## src/rtl/pong_timebase_display.sv

```systemverilog
// rtl/pong_timebase_display.sv - clock dividers, serve-entropy bit and score seven-segment mux
//
// Purpose:
//   Derives the display strobe clock (clk_1k) and game-update clock (clk_10)
//   from the system clock, exposes the slow-counter LSB as serve-direction
//   entropy, and time-multiplexes the two player scores onto one 7-seg bus.
//
// Ports:
//   clk          in   1  system clock, rising edge
//   reset        in   1  synchronous active-high reset
//   score_p1     in   4  player-1 score (0-9 valid, 10-15 shown as dash)
//   score_p2     in   4  player-2 score (0-9 valid, 10-15 shown as dash)
//   clk_1k       out  1  50% duty divided clock at FAST_HZ
//   clk_10       out  1  50% duty divided clock at SLOW_HZ
//   counter_0    out  1  bit 0 of the slow divider counter
//   segments     out  8  {dp,g,f,e,d,c,b,a}, active-high
//   cathode_sel  out  3  digit select, 0 = player 1, 1 = player 2

module pong_timebase_display #(
  parameter int CLK_FREQ_HZ = 50_000_000,
  parameter int FAST_HZ     = 1_000,
  parameter int SLOW_HZ     = 10,
  parameter int SCAN_HZ     = 1_000
) (
  input  logic       clk,
  input  logic       reset,
  input  logic [3:0] score_p1,
  input  logic [3:0] score_p2,
  output logic       clk_1k,
  output logic       clk_10,
  output logic       counter_0,
  output logic [7:0] segments,
  output logic [2:0] cathode_sel
);

  // Half-period counts, clamped so a degenerate parameter set still divides by 2.
  localparam int NF_RAW = CLK_FREQ_HZ / (2 * FAST_HZ);
  localparam int NS_RAW = CLK_FREQ_HZ / (2 * SLOW_HZ);
  localparam int NX_RAW = CLK_FREQ_HZ / (2 * SCAN_HZ);
  localparam int NF = (NF_RAW < 1) ? 1 : NF_RAW;
  localparam int NS = (NS_RAW < 1) ? 1 : NS_RAW;
  localparam int NX = (NX_RAW < 1) ? 1 : NX_RAW;

  localparam int FW = (NF > 1) ? $clog2(NF) : 1;
  localparam int SW = (NS > 1) ? $clog2(NS) : 1;
  localparam int XW = (NX > 1) ? $clog2(NX) : 1;

  localparam logic [FW-1:0] F_MAX = FW'(NF - 1);
  localparam logic [SW-1:0] S_MAX = SW'(NS - 1);
  localparam logic [XW-1:0] X_MAX = XW'(NX - 1);

  logic [FW-1:0] fast_cnt_q, fast_cnt_d;
  logic [SW-1:0] slow_cnt_q, slow_cnt_d;
  logic [XW-1:0] scan_cnt_q, scan_cnt_d;
  logic          fast_clk_q, fast_clk_d;
  logic          slow_clk_q, slow_clk_d;
  logic          sel_q, sel_d;
  logic [7:0]    seg_q, seg_d;

  function automatic logic [6:0] decode(input logic [3:0] v);
    logic [6:0] s;
    case (v)
      4'd0:    s = 7'h3F;
      4'd1:    s = 7'h06;
      4'd2:    s = 7'h5B;
      4'd3:    s = 7'h4F;
      4'd4:    s = 7'h66;
      4'd5:    s = 7'h6D;
      4'd6:    s = 7'h7D;
      4'd7:    s = 7'h07;
      4'd8:    s = 7'h7F;
      4'd9:    s = 7'h6F;
      default: s = 7'h40;
    endcase
    return s;
  endfunction

  always_comb begin
    fast_cnt_d = fast_cnt_q + FW'(1);
    fast_clk_d = fast_clk_q;
    if (fast_cnt_q == F_MAX) begin
      fast_cnt_d = '0;
      fast_clk_d = ~fast_clk_q;
    end

    slow_cnt_d = slow_cnt_q + SW'(1);
    slow_clk_d = slow_clk_q;
    if (slow_cnt_q == S_MAX) begin
      slow_cnt_d = '0;
      slow_clk_d = ~slow_clk_q;
    end

    scan_cnt_d = scan_cnt_q + XW'(1);
    sel_d      = sel_q;
    if (scan_cnt_q == X_MAX) begin
      scan_cnt_d = '0;
      sel_d      = ~sel_q;
    end

    // Decode from the next select value so segments and cathode_sel
    // always describe the same digit in any given cycle.
    seg_d = {1'b0, decode(sel_d ? score_p2 : score_p1)};
  end

  always_ff @(posedge clk) begin
    if (reset) begin
      fast_cnt_q <= '0;
      slow_cnt_q <= '0;
      scan_cnt_q <= '0;
      fast_clk_q <= 1'b0;
      slow_clk_q <= 1'b0;
      sel_q      <= 1'b0;
      seg_q      <= 8'h00;
    end else begin
      fast_cnt_q <= fast_cnt_d;
      slow_cnt_q <= slow_cnt_d;
      scan_cnt_q <= scan_cnt_d;
      fast_clk_q <= fast_clk_d;
      slow_clk_q <= slow_clk_d;
      sel_q      <= sel_d;
      seg_q      <= seg_d;
    end
  end

  assign clk_1k      = fast_clk_q;
  assign clk_10      = slow_clk_q;
  assign counter_0   = slow_cnt_q[0];
  assign segments    = seg_q;
  assign cathode_sel = {2'b00, sel_q};

endmodule

```

## config.mk

```make
export PLATFORM = sky130hd
export DESIGN_NAME = pong_timebase_display
export DESIGN_NICKNAME = d
export VERILOG_FILES = /design/src/rtl/pong_timebase_display.sv
export SDC_FILE = /design/constraint.sdc
export NUM_CORES = 1
export LEC_CHECK = 0
export CORE_MARGIN = 2
export CORE_UTILIZATION = 60
export CTS_BUF_LIST = sky130_fd_sc_hd__clkbuf_16
export CTS_CLUSTER_SIZE = 28
export DETAILED_ROUTE_END_ITERATION = 8
export PLACE_DENSITY = 0.78
export SLEW_MARGIN = 20
export SYNTH_ARGS = -nofsm -noshare
export SYNTH_HDL_FRONTEND = slang
export SYNTH_SLANG_ARGS = --single-unit
```

## constraint.sdc

```tcl
create_clock -name clk -period 6.3 [get_ports clk]
set_input_delay 0.945 -clock clk [delete_from_list [all_inputs] [get_ports clk]]
set_output_delay 0.945 -clock clk [all_outputs]
set_load 0.03 [all_outputs]
```

==> results.toml <==
[run_status]
status = "complete, no violations"

[placement]
place_ws_ns = 3.616
gp_congestion = 0.8246
io_buffer_count = 20
hpwlAfterDp_microns = 3268

[sta]
timing_worst_slew_pin_value_ns = 0.6561
grt_setup_unrepaired = "false"
endpoints_failing_hold = 0
finalCritPeriodShare_pct = 43.87
final.min_clock_period_ns = 2.764
setup_total_negative_slack_ns = 0
max_freq_mhz = 361.8
worst_slew_margin_rel_pct = 56.04
layout_setup_ws_ns = 3.536
slew_viol_final = 0
finalSetupViolCount = 0
finClkSkew_ns = 0.003321
hold-worst-slack_ns = 0.4497

[synthesis]
synth-async-reset-ratio_pct = 0
synthesized_area_sq_mm = 0.002815
commonest_register_cell_after_synthesis = "sky130_fd_sc_hd__dfxtp_1"
synth_seq_area_share_pct = 44.09
synth_enable_flop_cells = 0
netlist-cell-type-count = 42
ys_ff_latch = 62
synth-warning-count = 0
syn-mean-instance-area_sq_um = 9.052
synthCells = 311

[cells_and_area]
num-nets-final = 353
fillerInstances = 316
antennaDiodeCount = 0
most-common-layout-cells = "70 x sky130_fd_sc_hd__nor2_1, 62 x sky130_fd_sc_hd__dfxtp_1, 26 x sky130_fd_sc_hd__nand3_1, 26 x sky130_fd_sc_hd__xnor2_1, 22 x sky130_fd_sc_hd__xor2_1"
area_growth_syn_to_layout_pct = 20.44
fraction_of_final_layout_cells_sized_beyond_drive_strength_1_pct = 8.850
layout_commonest_cell = "sky130_fd_sc_hd__nor2_1"

[clocking]
cts_root_buf = "sky130_fd_sc_hd__clkbuf_16"
cts_repair_resize_count = 0
numCtsBuffers = 9
clk_path_buf_depth = 2
htree_levels = 3
clkTransAtPathRegs_ns = 0.05
cts_hold_buffers = 0
number_of_setup_buffers_added_after_cts = 0
cts_tree = "yes"
tritoncts_num_sinks = 62
clk-insertion-delay-late_ns = 0.32

[setup_path]
path_depth = 7
crit_path_end_kind = "register"
reg2reg_depth = 7
critPathSlowestCell = "sky130_fd_sc_hd__or4_4"
worstSetupPathType = "register to register"
cp_slowest_stage_delay_ns = 0.53
critPathArrivalTime_ns = 2.94
required_ns = 6.48
worst-path-buf-inv = 0
crit_fanout = 10
crit_path_cell_trace = "or4_4 -> nor4_4 -> xnor2_2 -> mux2_2 -> ha_1 -> a221oi_1 -> a211oi_1"
timing.critical_path.from = "scan_cnt_q[10]"
worst_setup_path_start_kind = "register"
r2r-start = "scan_cnt_q[10]"
crit_family = "simple AND/OR/NAND/NOR gates"

[die]
chipHeight_microns = 72.50
die_w_microns = 72.50
num_io_pins = 24
core.rowCount = 24
design.core.area_sq_mm = 0.004444
initial_core_util_pct = 63.34
fp.dieArea_sq_mm = 0.005256

[min_path]
min-delay-start = "fast_cnt_q[0]"
hp-class = "register to register"
holdPathStages = 1

[detailed_routing]
finalWirelength_microns = 5277
drc = 0
post_drt_wl_per_cell_microns = 13.50
drt_pass1_iterations = 4
vias_per_cell = 5.491
vias = 2147
drt_iter0_markers = 140
postRouteAntennaNets = 0

[global_routing]
grt_usage_pct = 22.82
global_route.overflow_total = 0
grt_start_max_net_pins = 22
antenna_found_initial = 0
grt_pass1_wl_microns = 9211
vias_in_the_first_global_route = 2109

[pwr]
power_density_mw_per_mm2 = 310.9
power.ir.vdd_worst_mv = 0.1970
leakagePower_nw = 1.301

[run]
cap_viol_max_count = 0
==> metrics by stage <==
stage                     power, mW  cell area, sq um  cells  util [%]
after floorplan              0.4500              2823    313         -
after global placement       0.4665              3028    375     68.13
after detailed placement     0.4675              3028    375     68.13
after CTS                     1.062              3391    391     76.30
after global routing          1.083              3391    391     76.30
final                         1.054              3391    391     76.30
==> area by class of cell <==
cell class	count	area [sq um]	area share [%]
multi-input combinational	229	1476	43.54
sequential	62	1241	36.61
clock buffer	9	225.2	6.642
timing repair buffer	20	200.2	5.904
clock inverter	7	137.6	4.059
tap	52	65.06	1.919
inverter	12	45.04	1.328
==> worst reg2reg max path, cell delays in order, from the launching register on <==
cell and delay, ns:
sky130_fd_sc_hd__dfxtp_1 0.35, sky130_fd_sc_hd__or4_4 0.53, sky130_fd_sc_hd__nor4_4 0.36, sky130_fd_sc_hd__xnor2_2 0.32
sky130_fd_sc_hd__mux2_2 0.45, sky130_fd_sc_hd__ha_1 0.20, sky130_fd_sc_hd__a221oi_1 0.29, sky130_fd_sc_hd__a211oi_1 0.12
==> kinds of logic after synthesis <==
group	share of synthesized area (%)
other	0.1332
XOR/XNOR	15.51
AND/OR/NAND/NOR	25.73
flip-flops	44.09
buffers and inverters	3.733
adder cells (fa/ha/maj)	4.000
multiplexers	3.333
AO/OA/AOI/OAI	3.467
==> path summary, 6_finish.rpt <==
kind / to / slack [ns]
max reg2reg: segments[4] / 3.54
max: segments[4] / 3.54
min: fast_cnt_q[0] / 0.45
min reg2reg: fast_cnt_q[0] / 0.45
==> layer usage <==
| layer | share of wire (%) | track usage (%) |
|---|---|---|
| met5 | 0 | 0 |
| met1 | 44 | 26.11 |
| met4 | 2.7 | 11.11 |
| met3 | 4.9 | 7.500 |
| met2 | 48 | 38.33 |
==> sequential cells by signal (all words and copies together) (netlist names) <==
register    flops
segments        7
clk_1k          1
slow_cnt_q     22
sel_q           1
scan_cnt_q     15
fast_cnt_q     15
clk_10          1
==> power by group <==
| part | internal [mW] | switching, mW |
|---|---|---|
| Combinational | 0.0227 | 0.0309 |
| Sequential | 0.401 | 0.00547 |
| Clock | 0.424 | 0.170 |
| Total | 0.848 | 0.206 |
==> cell usage after synthesis (2+ instances only) <==
| cell type | instances | area share (%) |
|---|---|---|
| sky130_fd_sc_hd__nor2_1 | 70 | 9.3 |
| sky130_fd_sc_hd__nand3_1 | 26 | 4.6 |
| sky130_fd_sc_hd__ha_1 | 9 | 4.0 |
| sky130_fd_sc_hd__nand2_1 | 11 | 1.5 |
| sky130_fd_sc_hd__mux2_2 | 3 | 1.2 |
| sky130_fd_sc_hd__dfxtp_1 | 62 | 44 |
| sky130_fd_sc_hd__nor4b_1 | 2 | 0.62 |
| sky130_fd_sc_hd__o21ai_0 | 2 | 0.36 |
| sky130_fd_sc_hd__nor4_1 | 4 | 0.89 |
| sky130_fd_sc_hd__nor3_1 | 6 | 1.1 |
| sky130_fd_sc_hd__mux2i_1 | 3 | 1.1 |
| sky130_fd_sc_hd__or2_2 | 3 | 0.67 |
| sky130_fd_sc_hd__xor2_1 | 22 | 6.8 |
| sky130_fd_sc_hd__nand4_1 | 4 | 0.89 |
| sky130_fd_sc_hd__xnor2_1 | 26 | 8.1 |
| sky130_fd_sc_hd__buf_4 | 4 | 1.1 |
| sky130_fd_sc_hd__mux2_4 | 2 | 1.1 |
| sky130_fd_sc_hd__and3_1 | 9 | 2.0 |
| sky130_fd_sc_hd__inv_1 | 12 | 1.6 |
| sky130_fd_sc_hd__clkbuf_1 | 5 | 0.67 |
| sky130_fd_sc_hd__a21o_1 | 3 | 0.80 |
| sky130_fd_sc_hd__a21oi_1 | 3 | 0.53 |
No activity file was read; power rests on OpenSTA's default activity.
